[src/rtl/flash_xip_pkg.sv]
// Shared types and frame geometry for the SPI NOR execute-in-place bridge.
package flash_xip_pkg;

  typedef enum logic [1:0] {
    IDLE   = 2'd0,
    WR_ACK = 2'd1,
    SHIFT  = 2'd2,
    DONE   = 2'd3
  } state_e;

  localparam int FRAME_BITS = 64;
  localparam int CMD_BITS   = 8;
  localparam int ADDR_BITS  = 24;
  localparam int DATA_BITS  = 32;
  localparam int BIT_CNT_W  = $clog2(FRAME_BITS);

  // Flash returns bytes in address order; the word is little-endian by byte.
  function automatic logic [DATA_BITS-1:0] byte_swap32(input logic [DATA_BITS-1:0] w);
    return {w[7:0], w[15:8], w[23:16], w[31:24]};
  endfunction

endpackage

[src/rtl/spi_sck_gen.sv]
// SPI mode-0 clock generator: CLK_DIV system clocks per SCK half-period.
// Strobes mark the system clock edge at which sck will rise or fall.
module spi_sck_gen #(
  parameter int CLK_DIV = 2
) (
  input  logic clk_i,
  input  logic rst_ni,
  input  logic enable,
  output logic rise_stb,
  output logic fall_stb,
  output logic sck
);

  localparam int DIV_W = (CLK_DIV > 1) ? $clog2(CLK_DIV) : 1;
  localparam logic [DIV_W-1:0] DIV_LAST = DIV_W'(CLK_DIV - 1);

  logic [DIV_W-1:0] div_cnt;
  logic             wrap;

  assign wrap     = enable & (div_cnt == DIV_LAST);
  assign rise_stb = wrap & ~sck;
  assign fall_stb = wrap & sck;

  // Divider and sck phase; dropping enable returns both to the idle-low start point.
  always_ff @(posedge clk_i or negedge rst_ni) begin
    if (!rst_ni) begin
      div_cnt <= '0;
      sck     <= 1'b0;
    end else if (!enable) begin
      div_cnt <= '0;
      sck     <= 1'b0;
    end else if (wrap) begin
      div_cnt <= '0;
      sck     <= ~sck;
    end else begin
      div_cnt <= div_cnt + 1'b1;
    end
  end

endmodule

[src/rtl/obi_flash_xip_ctrl.sv]
// Read-only XIP bridge: each OBI read becomes one SPI READ frame
// (cmd, 24-bit address, 32 data bits). Writes are acknowledged and dropped.
//
//  state  | meaning
//  -------+-----------------------------------------------------------
//  IDLE   | waiting for a request; only state that grants
//  WR_ACK | write accepted, respond for one cycle, no SPI activity
//  SHIFT  | csn low, 64-bit frame being shifted out / data shifted in
//  DONE   | frame finished, csn high, response valid with new rdata
module obi_flash_xip_ctrl
  import flash_xip_pkg::*;
#(
  parameter int         CLK_DIV  = 2,
  parameter logic [7:0] CMD_READ = 8'h03
) (
  input  logic        clk_i,
  input  logic        rst_ni,
  input  logic        req_i,
  output logic        gnt_o,
  input  logic [31:0] addr_i,
  input  logic        we_i,
  input  logic [3:0]  be_i,
  input  logic [31:0] wdata_i,
  output logic        rvalid_o,
  output logic [31:0] rdata_o,
  output logic        spi_sck_o,
  output logic        spi_csn_o,
  output logic        spi_mosi_o,
  input  logic        spi_miso_i,
  output logic        busy_o
);

  state_e                 state_q, state_d;
  logic [FRAME_BITS-1:0]  tx_sr;
  logic [DATA_BITS-1:0]   rx_sr;
  logic [DATA_BITS-1:0]   rdata_q;
  logic [BIT_CNT_W-1:0]   bit_cnt;
  logic                   sck_en;
  logic                   rise_stb;
  logic                   fall_stb;
  logic                   last_bit;
  logic                   rd_start;
  logic                   unused_inputs;

  assign unused_inputs = ^{addr_i[31:ADDR_BITS], addr_i[1:0], be_i, wdata_i};

  assign last_bit = fall_stb & (bit_cnt == BIT_CNT_W'(FRAME_BITS - 1));
  assign rd_start = req_i & ~we_i & (state_q == IDLE);
  assign rdata_o  = rdata_q;

  spi_sck_gen #(
    .CLK_DIV (CLK_DIV)
  ) u_sck_gen (
    .clk_i    (clk_i),
    .rst_ni   (rst_ni),
    .enable   (sck_en),
    .rise_stb (rise_stb),
    .fall_stb (fall_stb),
    .sck      (spi_sck_o)
  );

  // State register.
  always_ff @(posedge clk_i or negedge rst_ni) begin
    if (!rst_ni) state_q <= IDLE;
    else         state_q <= state_d;
  end

  // Next-state logic; the transaction type is decided from we_i in the grant cycle.
  always_comb begin
    state_d = state_q;
    case (state_q)
      IDLE:    if (req_i) state_d = we_i ? WR_ACK : SHIFT;
      WR_ACK:  state_d = IDLE;
      SHIFT:   if (last_bit) state_d = DONE;
      DONE:    state_d = IDLE;
      default: state_d = IDLE;
    endcase
  end

  // Outputs decoded from state so an async reset forces the idle bus immediately.
  always_comb begin
    gnt_o      = req_i & (state_q == IDLE);
    rvalid_o   = (state_q == WR_ACK) | (state_q == DONE);
    busy_o     = (state_q != IDLE);
    sck_en     = (state_q == SHIFT);
    spi_csn_o  = (state_q != SHIFT);
    spi_mosi_o = (state_q == SHIFT) & tx_sr[FRAME_BITS-1];
  end

  // TX frame: loaded at grant, advanced at each sck fall; zeros fill the data phase.
  always_ff @(posedge clk_i or negedge rst_ni) begin
    if (!rst_ni) begin
      tx_sr <= '0;
    end else if (rd_start) begin
      tx_sr <= {CMD_READ, addr_i[ADDR_BITS-1:2], 2'b00, {DATA_BITS{1'b0}}};
    end else if (fall_stb) begin
      tx_sr <= {tx_sr[FRAME_BITS-2:0], 1'b0};
    end
  end

  // Bit counter: one count per completed bit, held at zero outside SHIFT.
  always_ff @(posedge clk_i or negedge rst_ni) begin
    if (!rst_ni)                bit_cnt <= '0;
    else if (state_q != SHIFT)  bit_cnt <= '0;
    else if (fall_stb)          bit_cnt <= bit_cnt + 1'b1;
  end

  // RX assembly: sample miso on sck rise during the data half of the frame (bits 32..63).
  always_ff @(posedge clk_i or negedge rst_ni) begin
    if (!rst_ni) begin
      rx_sr <= '0;
    end else if (rise_stb && bit_cnt[BIT_CNT_W-1]) begin
      rx_sr <= {rx_sr[DATA_BITS-2:0], spi_miso_i};
    end
  end

  // Read data register: updated only when a read frame completes, so writes leave it alone.
  always_ff @(posedge clk_i or negedge rst_ni) begin
    if (!rst_ni)       rdata_q <= '0;
    else if (last_bit) rdata_q <= byte_swap32(rx_sr);
  end

endmodule

[config.mk]
export PLATFORM = sky130hd
export DESIGN_NAME = obi_flash_xip_ctrl
export DESIGN_NICKNAME = d
export VERILOG_FILES = /design/src/rtl/flash_xip_pkg.sv /design/src/rtl/spi_sck_gen.sv /design/src/rtl/obi_flash_xip_ctrl.sv
export SDC_FILE = /design/constraint.sdc
export NUM_CORES = 1
export LEC_CHECK = 0
export BUFFER_PORTS_ARGS = -buffer_cell sky130_fd_sc_hd__buf_2
export CAP_MARGIN = 20
export CORE_MARGIN = 4
export CORE_UTILIZATION = 41
export CTS_CLUSTER_DIAMETER = 200
export DETAILED_ROUTE_END_ITERATION = 16
export GPL_TIMING_DRIVEN = 0
export PLACE_DENSITY_LB_ADDON = 0.12
export SLEW_MARGIN = 20
export SYNTH_ARGS = -nofsm -noshare
export SYNTH_HDL_FRONTEND = slang
export SYNTH_SLANG_ARGS = --single-unit
[constraint.sdc]
create_clock -name clk_i -period 2.4 [get_ports clk_i]
set_input_delay 0.48 -clock clk_i [delete_from_list [all_inputs] [get_ports clk_i]]
set_output_delay 0.48 -clock clk_i [all_outputs]
set_load 0.005 [all_outputs]
; Yosys cells after proc, flatten, opt, wreduce, memory -nomap -nowiden
; Cells that the tools add are included.
[word_totals]
ff_bits = 138
in_bits = 73
output_inout_bits = 38
word_cells = 47
[op_classes]
add_sub_neg = 2
eq_ne = 8
mux = 12
bitwise = 11
n_reduce_logical = 7
[ops]
columns = cell, count
row1 = $mux W64, 2
row2 = $mux W6, 2
row3 = $and A1 B1 Y1, 8
row4 = $ne A2 B2 Y1 const B, 4
row5 = $add A6 B1 Y6 const B, 1
row6 = $eq A6 B6 Y1 const B, 1
row7 = $mux W2, 3
row8 = $pmux W2 S3, 1
row9 = $reduce_bool A2 Y1, 3
row10 = $eq A2 B2 Y1 const B, 2
row11 = $mux W1, 4
row12 = $eq A2 B1 Y1 const B, 1
row13 = $logic_not A2 Y1, 1
row14 = $not A1 Y1, 2
row15 = $reduce_and A2 Y1, 1
row16 = $reduce_or A2 Y1, 1
row17 = $add A1 B1 Y1 const B, 1
row18 = $logic_and A1 B1 Y1, 1
row19 = $or A1 B1 Y1, 1

; Logic depth before layout (Yosys ltp)
[logic_depth]
word_depth = 6
depth_mapped = 5
depth_no_buf = 4

; By module
; A second synthesis with hierarchy kept.
[unflattened]
cells_unflattened = 308
area_unflattened_um2 = 4221.5
[modules_own_cells]
columns = mod, n_inst, cells_per_inst, area_per_inst_um2, seq_area_each_um2
row1 = obi_flash_xip_ctrl, 1, 300, 4132.7, 2552.4
row2 = spi_sck_gen, 1, 8, 88.8, 50.0

; Worst setup path before layout
; OpenSTA, ideal clock, no wires.
[synth_path]
path_type = reg2reg
from = register state_q[0]
to = register rdata_q[10], in the netlist rdata_o[10]
setup_time_ps = 125
arrival_ps = 1461
required_ps = 2275
slack_ps = 814
stages_incl_launch_ff = 5
path_buffers = 1
synth_period_minus_slack_ps = 1586
cell_sequence = dfrtp_1 -> nand4b_4 -> nor3_4 -> buf_4 -> mux2_2
[synth_via]
elab_chain_len = 4
[synth_lines]
columns = item, line_no
row1 = "start, declared", obi_flash_xip_ctrl.sv:33  ; state_e state_q, state_d;
row2 = "start signal, assigned", obi_flash_xip_ctrl.sv:65  ; else state_q <= state_d;
row3 = $eq A2 B2 Y1, obi_flash_xip_ctrl.sv:85  ; sck_en = (state_q == SHIFT);
row4 = $and A1 B1 Y1, spi_sck_gen.sv:20  ; assign wrap = enable & (div_cnt == DIV_LAST);
row5 = $and A1 B1 Y1, spi_sck_gen.sv:22  ; assign fall_stb = wrap & sck;
row6 = $and A1 B1 Y1, obi_flash_xip_ctrl.sv:47  ; assign last_bit = fall_stb & (bit_cnt == BIT_CNT_W'(FRAME_BITS - 1));
row7 = "end signal, assigned", obi_flash_xip_ctrl.sv:120  ; else if (last_bit) rdata_q <= byte_swap32(rx_sr);
row8 = "end, declared", obi_flash_xip_ctrl.sv:36  ; logic [DATA_BITS-1:0] rdata_q;
; Every way passes these cells.
; A chain may end at the register's enable or synchronous reset.

; Worst setup path in the final report
[layout_path]
from = register state_q[1]
to = register tx_sr[38]
[layout_via]
elab_chain_len = 4
elab_cells_between_ends = 7
classes_between = 1 x eq/ne / 1 x mux / 3 x bitwise / 2 x reduce/logical
[layout_lines]
columns = item, line_no
row1 = $eq A2 B2 Y1, obi_flash_xip_ctrl.sv:85
row2 = $and A1 B1 Y1, spi_sck_gen.sv:20
row3 = $and A1 B1 Y1, spi_sck_gen.sv:22
row4 = $reduce_bool A2 Y1 (no source line), --
row5 = "end signal, assigned", obi_flash_xip_ctrl.sv:95  ; tx_sr <= {CMD_READ, addr_i[ADDR_BITS-1:2], 2'b00, {DATA_BITS{1'b0}}};
row6 = "end signal, assigned", obi_flash_xip_ctrl.sv:97  ; tx_sr <= {tx_sr[FRAME_BITS-2:0], 1'b0};
row7 = "end, declared", obi_flash_xip_ctrl.sv:34  ; logic [FRAME_BITS-1:0] tx_sr;
; Several ways; a longest one is shown, not always the timed one.

==> metrics.sh <==
OUTCOME='complete, no violations'
PRE_CTS_SLACK_NS=0.302
VIASPERCELL=4.89
FMAX_MHz=514
CHIPWIDTH_UM=108
CTS-ROOT-BUF='clkbuf_8'
SYN_AREA_PER_CELL_SQ_UM=13.1
AVGROUTEDWIREPERCELL_UM=14.0
HOLD_VIOL=0
EFFECTIVE_UTILIZATION_AT_FLOORPLAN_PCT=42.1
POWER.STATIC_LEAKAGE_nW=2.57
CRITPATHARRIVALTIME_NS=2.18
TIGHTEST_SLEW_NS=0.723
SYNTH_NETS=389
MINIMUM_SETUP_SLACK_AMONG_REG_TO_REG_PATHS_NS=0.45
TIMING_ENDPOINT_OF_THE_CRITICAL_PATH='tx_sr[38]'
DRIVE_GT1_SHARE_PCT=35.1
SYNTH_SEQ_CELLS=104
FIRST_GLOBAL_VIAS=2620
CTS.REPAIR.RESIZED=0
DETAILROUTE.VIA_COUNT=2585
COUNT_OF_HOLD_FIX_BUFFERS_INSERTED_AT_CTS=0
IR_DROP_V=0.000398
YS_DOMINANT_REG_CELL='dfrtp_1'
SYNTH_CELLS=315
COMMONEST_CELLS_IN_THE_NETLIST='dfrtp_1, mux2_2, o21ai_0, inv_1, nand2_1'
DRT_FIRST_PASS_ITERS=4
CLOCK-SKEW-FINAL_NS=0.0141
WORST_SETUP_PATH_START_KIND='flop'
WORST-SETUP-PATH-TYPE='flop to flop'
COUNT_OF_INSERTED_ANTENNA_DIODE_CELLS=0
FINAL_ANTENNA_NET_COUNT=0
SETUP_SLACK_NS=0.455
FINALWORSTPATHREQUIREDPERIOD_NS=1.95
GRT_MAX_DEGREE=67
YOSYSMOSTFREQUENTCELL='dfrtp_1'
YOSYSWARNINGCOUNT=0
PORT_BUFFERS=64
MAX-CAP-VIOLATIONS=0
FLOORPLAN.ROWS=36
SEQUENTIAL_AREA_SHARE_AFTER_SYNTHESIS_PCT=62.9
CRITICAL_PATH.STARTPOINT='state_q[1]'
LAYOUT.NETS=465
REPORT.FINAL.SLEW_VIOL_COUNT=0
CP.REQUIRED_NS=2.63
CTS.PATH.MAX_BUFFERS=2
DETAILED_PLACE_HPWL_UM=5160
OVERALL_DIE_AREA_SQ_UM=11800
SLEW_HEADROOM_PCT=51.7
ASYNC_RESET_FF_SHARE_PCT=100
FIN_SETUP_TNS_NS=0
NUMCLOCKSINKS=104
NUM_IO_PINS=111
ANTENNA_FOUND_INITIAL=1
FINALWIRELENGTH_UM=7390
CRITICAL_PATH.MAX_FANOUT=10
INSERTION_DELAY_NS=0.36
WORST_CASE_REG_TO_REG_PATH_DEPTH=4
CELLPOWERDENSITY_nW_PER_UM2=777
SYNTHDOMINANTAREACELLTYPE='dfrtp_1'
DIE_Y_UM=108
GRT_PASS1_WL_UM=12700
SYN-CELL-AREA_SQ_UM=4140
CORE_AREA_SQ_UM=9820
YS_TOP_CELLS_BY_AREA='dfrtp_1, mux2_2, mux2_1, a22oi_1, o21ai_0'
GR-TOTAL-OVERFLOW=0
CTS_BUFFERS=9
PERIOD_SHARE_PCT=81.1
WORST_SETUP_END_KIND='flop'
SYNTH.LIB_CELLS_USED.DISTINCT=30
DETAILEDROUTE.FIRSTITERATIONVIOLATIONS=69
SYNTH-EDFF-COUNT=0
SETUP_VIOL=0
AREA_GROWTH_PCT=17.7
HOLDCRITPATHCLASS='input port to asynchronous set/reset pin'
HTREE_NUM_LEVELS=3
REMAINING_DRC_ERRORS=0
CLK_PIN_SLEW_WORST_SETUP_HOLD_PATHS_NS=0.11
POST-CTS-SETUP-BUFFERS=0
CLOCK_TREE_FROM_TRITONCTS='yes'
GLOBALROUTETOTALUTIL_PCT=13.8
SETUP_REPAIR_AFTER_GLOBAL_ROUTING_MISSED_ITS_MARGIN='false'
CRIT-REG2REG-LAUNCH='state_q[1]'
R2R-END='tx_sr[38]'
SYNTH.TOP_CELL.AREA_SHARE_PCT=62.9
GPL_WTD_CONG=0.683
through the flow:
step	area [sq um]	util [%]	hold WS [ns]	instances	total power [mW]
after floorplan	4140	-	0.184	315	2.48
after global placement	4620	47.1	0.443	512	2.66
after detailed placement	4660	47.4	0.417	513	2.69
after CTS	4870	49.6	0.00360	529	3.86
after global routing	4870	49.6	0.0101	529	4.03
final	4870	49.6	0.00422	529	3.78
power by group:
part	switching, mW	total [mW]	internal [mW]
logic	0.307	0.521	0.214
registers	0.141	2.12	1.98
clock network	0.610	1.14	0.526
critical path, stage by stage, from the launching register on:
cell and delay (ns):
dfrtp_1 0.45, nor4b_2 0.67, or2_2 0.23, clkbuf_1 0.32
o21ai_0 0.15
cell type report:
type / count / area [sq um]
fill: 954 / 4950
sequential: 104 / 2600
multi-input combinational: 171 / 1370
timing repair buffer: 65 / 354
tap: 133 / 166
clock buffer: 10 / 138
inverter: 23 / 86.3
buffer: 17 / 81.3
clock inverter: 6 / 73.8
kinds of logic (layout without fill, tap and decap cells):
family	count (synthesis)	count (layout)	share of synthesized area, %
DFF	104	104	62.9
adders and majority gates	1	1	0.303
buffers and inverters	40	121	4.05
muxes	66	66	17.9
xor gates and xnor gates	2	2	0.424
AOI/OAI and AO/OA	58	58	8.35
and+or+nand+nor	44	44	6.02
registers in the layout, summed over array words and instances (netlist names):
register,flops
bit_cnt,6
u_sck_gen.sck,1
u_sck_gen.div_cnt,1
rx_sr,32
rdata_o,32
state_q,2
tx_sr,30
cell usage in the layout (no fill, tap or decap), types with 3 or more instances in the layout:
| cell | netlist | final |
|---|---|---|
| inv_1 | 23 | 23 |
| nand2_1 | 23 | 23 |
| clkbuf_8 | 0 | 10 |
| dfrtp_1 | 104 | 104 |
| inv_6 | 0 | 3 |
| a22oi_1 | 20 | 20 |
| mux2_2 | 44 | 44 |
| buf_4 | 3 | 3 |
| a21oi_1 | 7 | 7 |
| buf_2 | 5 | 68 |
| o21ai_0 | 29 | 29 |
| nand3_1 | 3 | 3 |
| nor2_1 | 4 | 4 |
| clkbuf_1 | 9 | 9 |
| or2_2 | 3 | 3 |
| mux2_1 | 20 | 20 |
metal layers:
layer	vias to the layer above	GRT usage, %	share of wire (%)
li1	1235	-	-
met1	1286	17.2	45
met2	50	22.6	49
met3	12	4.84	4.8
met4	2	3.79	1.3
met5	-	0	0.095
how the worst min path moves through the flow:
stage / startpoint / endpoint / cells past startpoint
5_1_grt: rst_ni / rdata_o[4] / 1
2_1_floorplan: rst_ni / bit_cnt[0] / 0
4_1_cts: rst_ni / rdata_o[2] / 1
3_3_place_gp: tx_sr[56] / tx_sr[57] / 2
3_5_place_dp: rst_ni / rdata_o[2] / 1
6_report: rst_ni / rdata_o[2] / 1
Power figures use the tool's default switching activity.
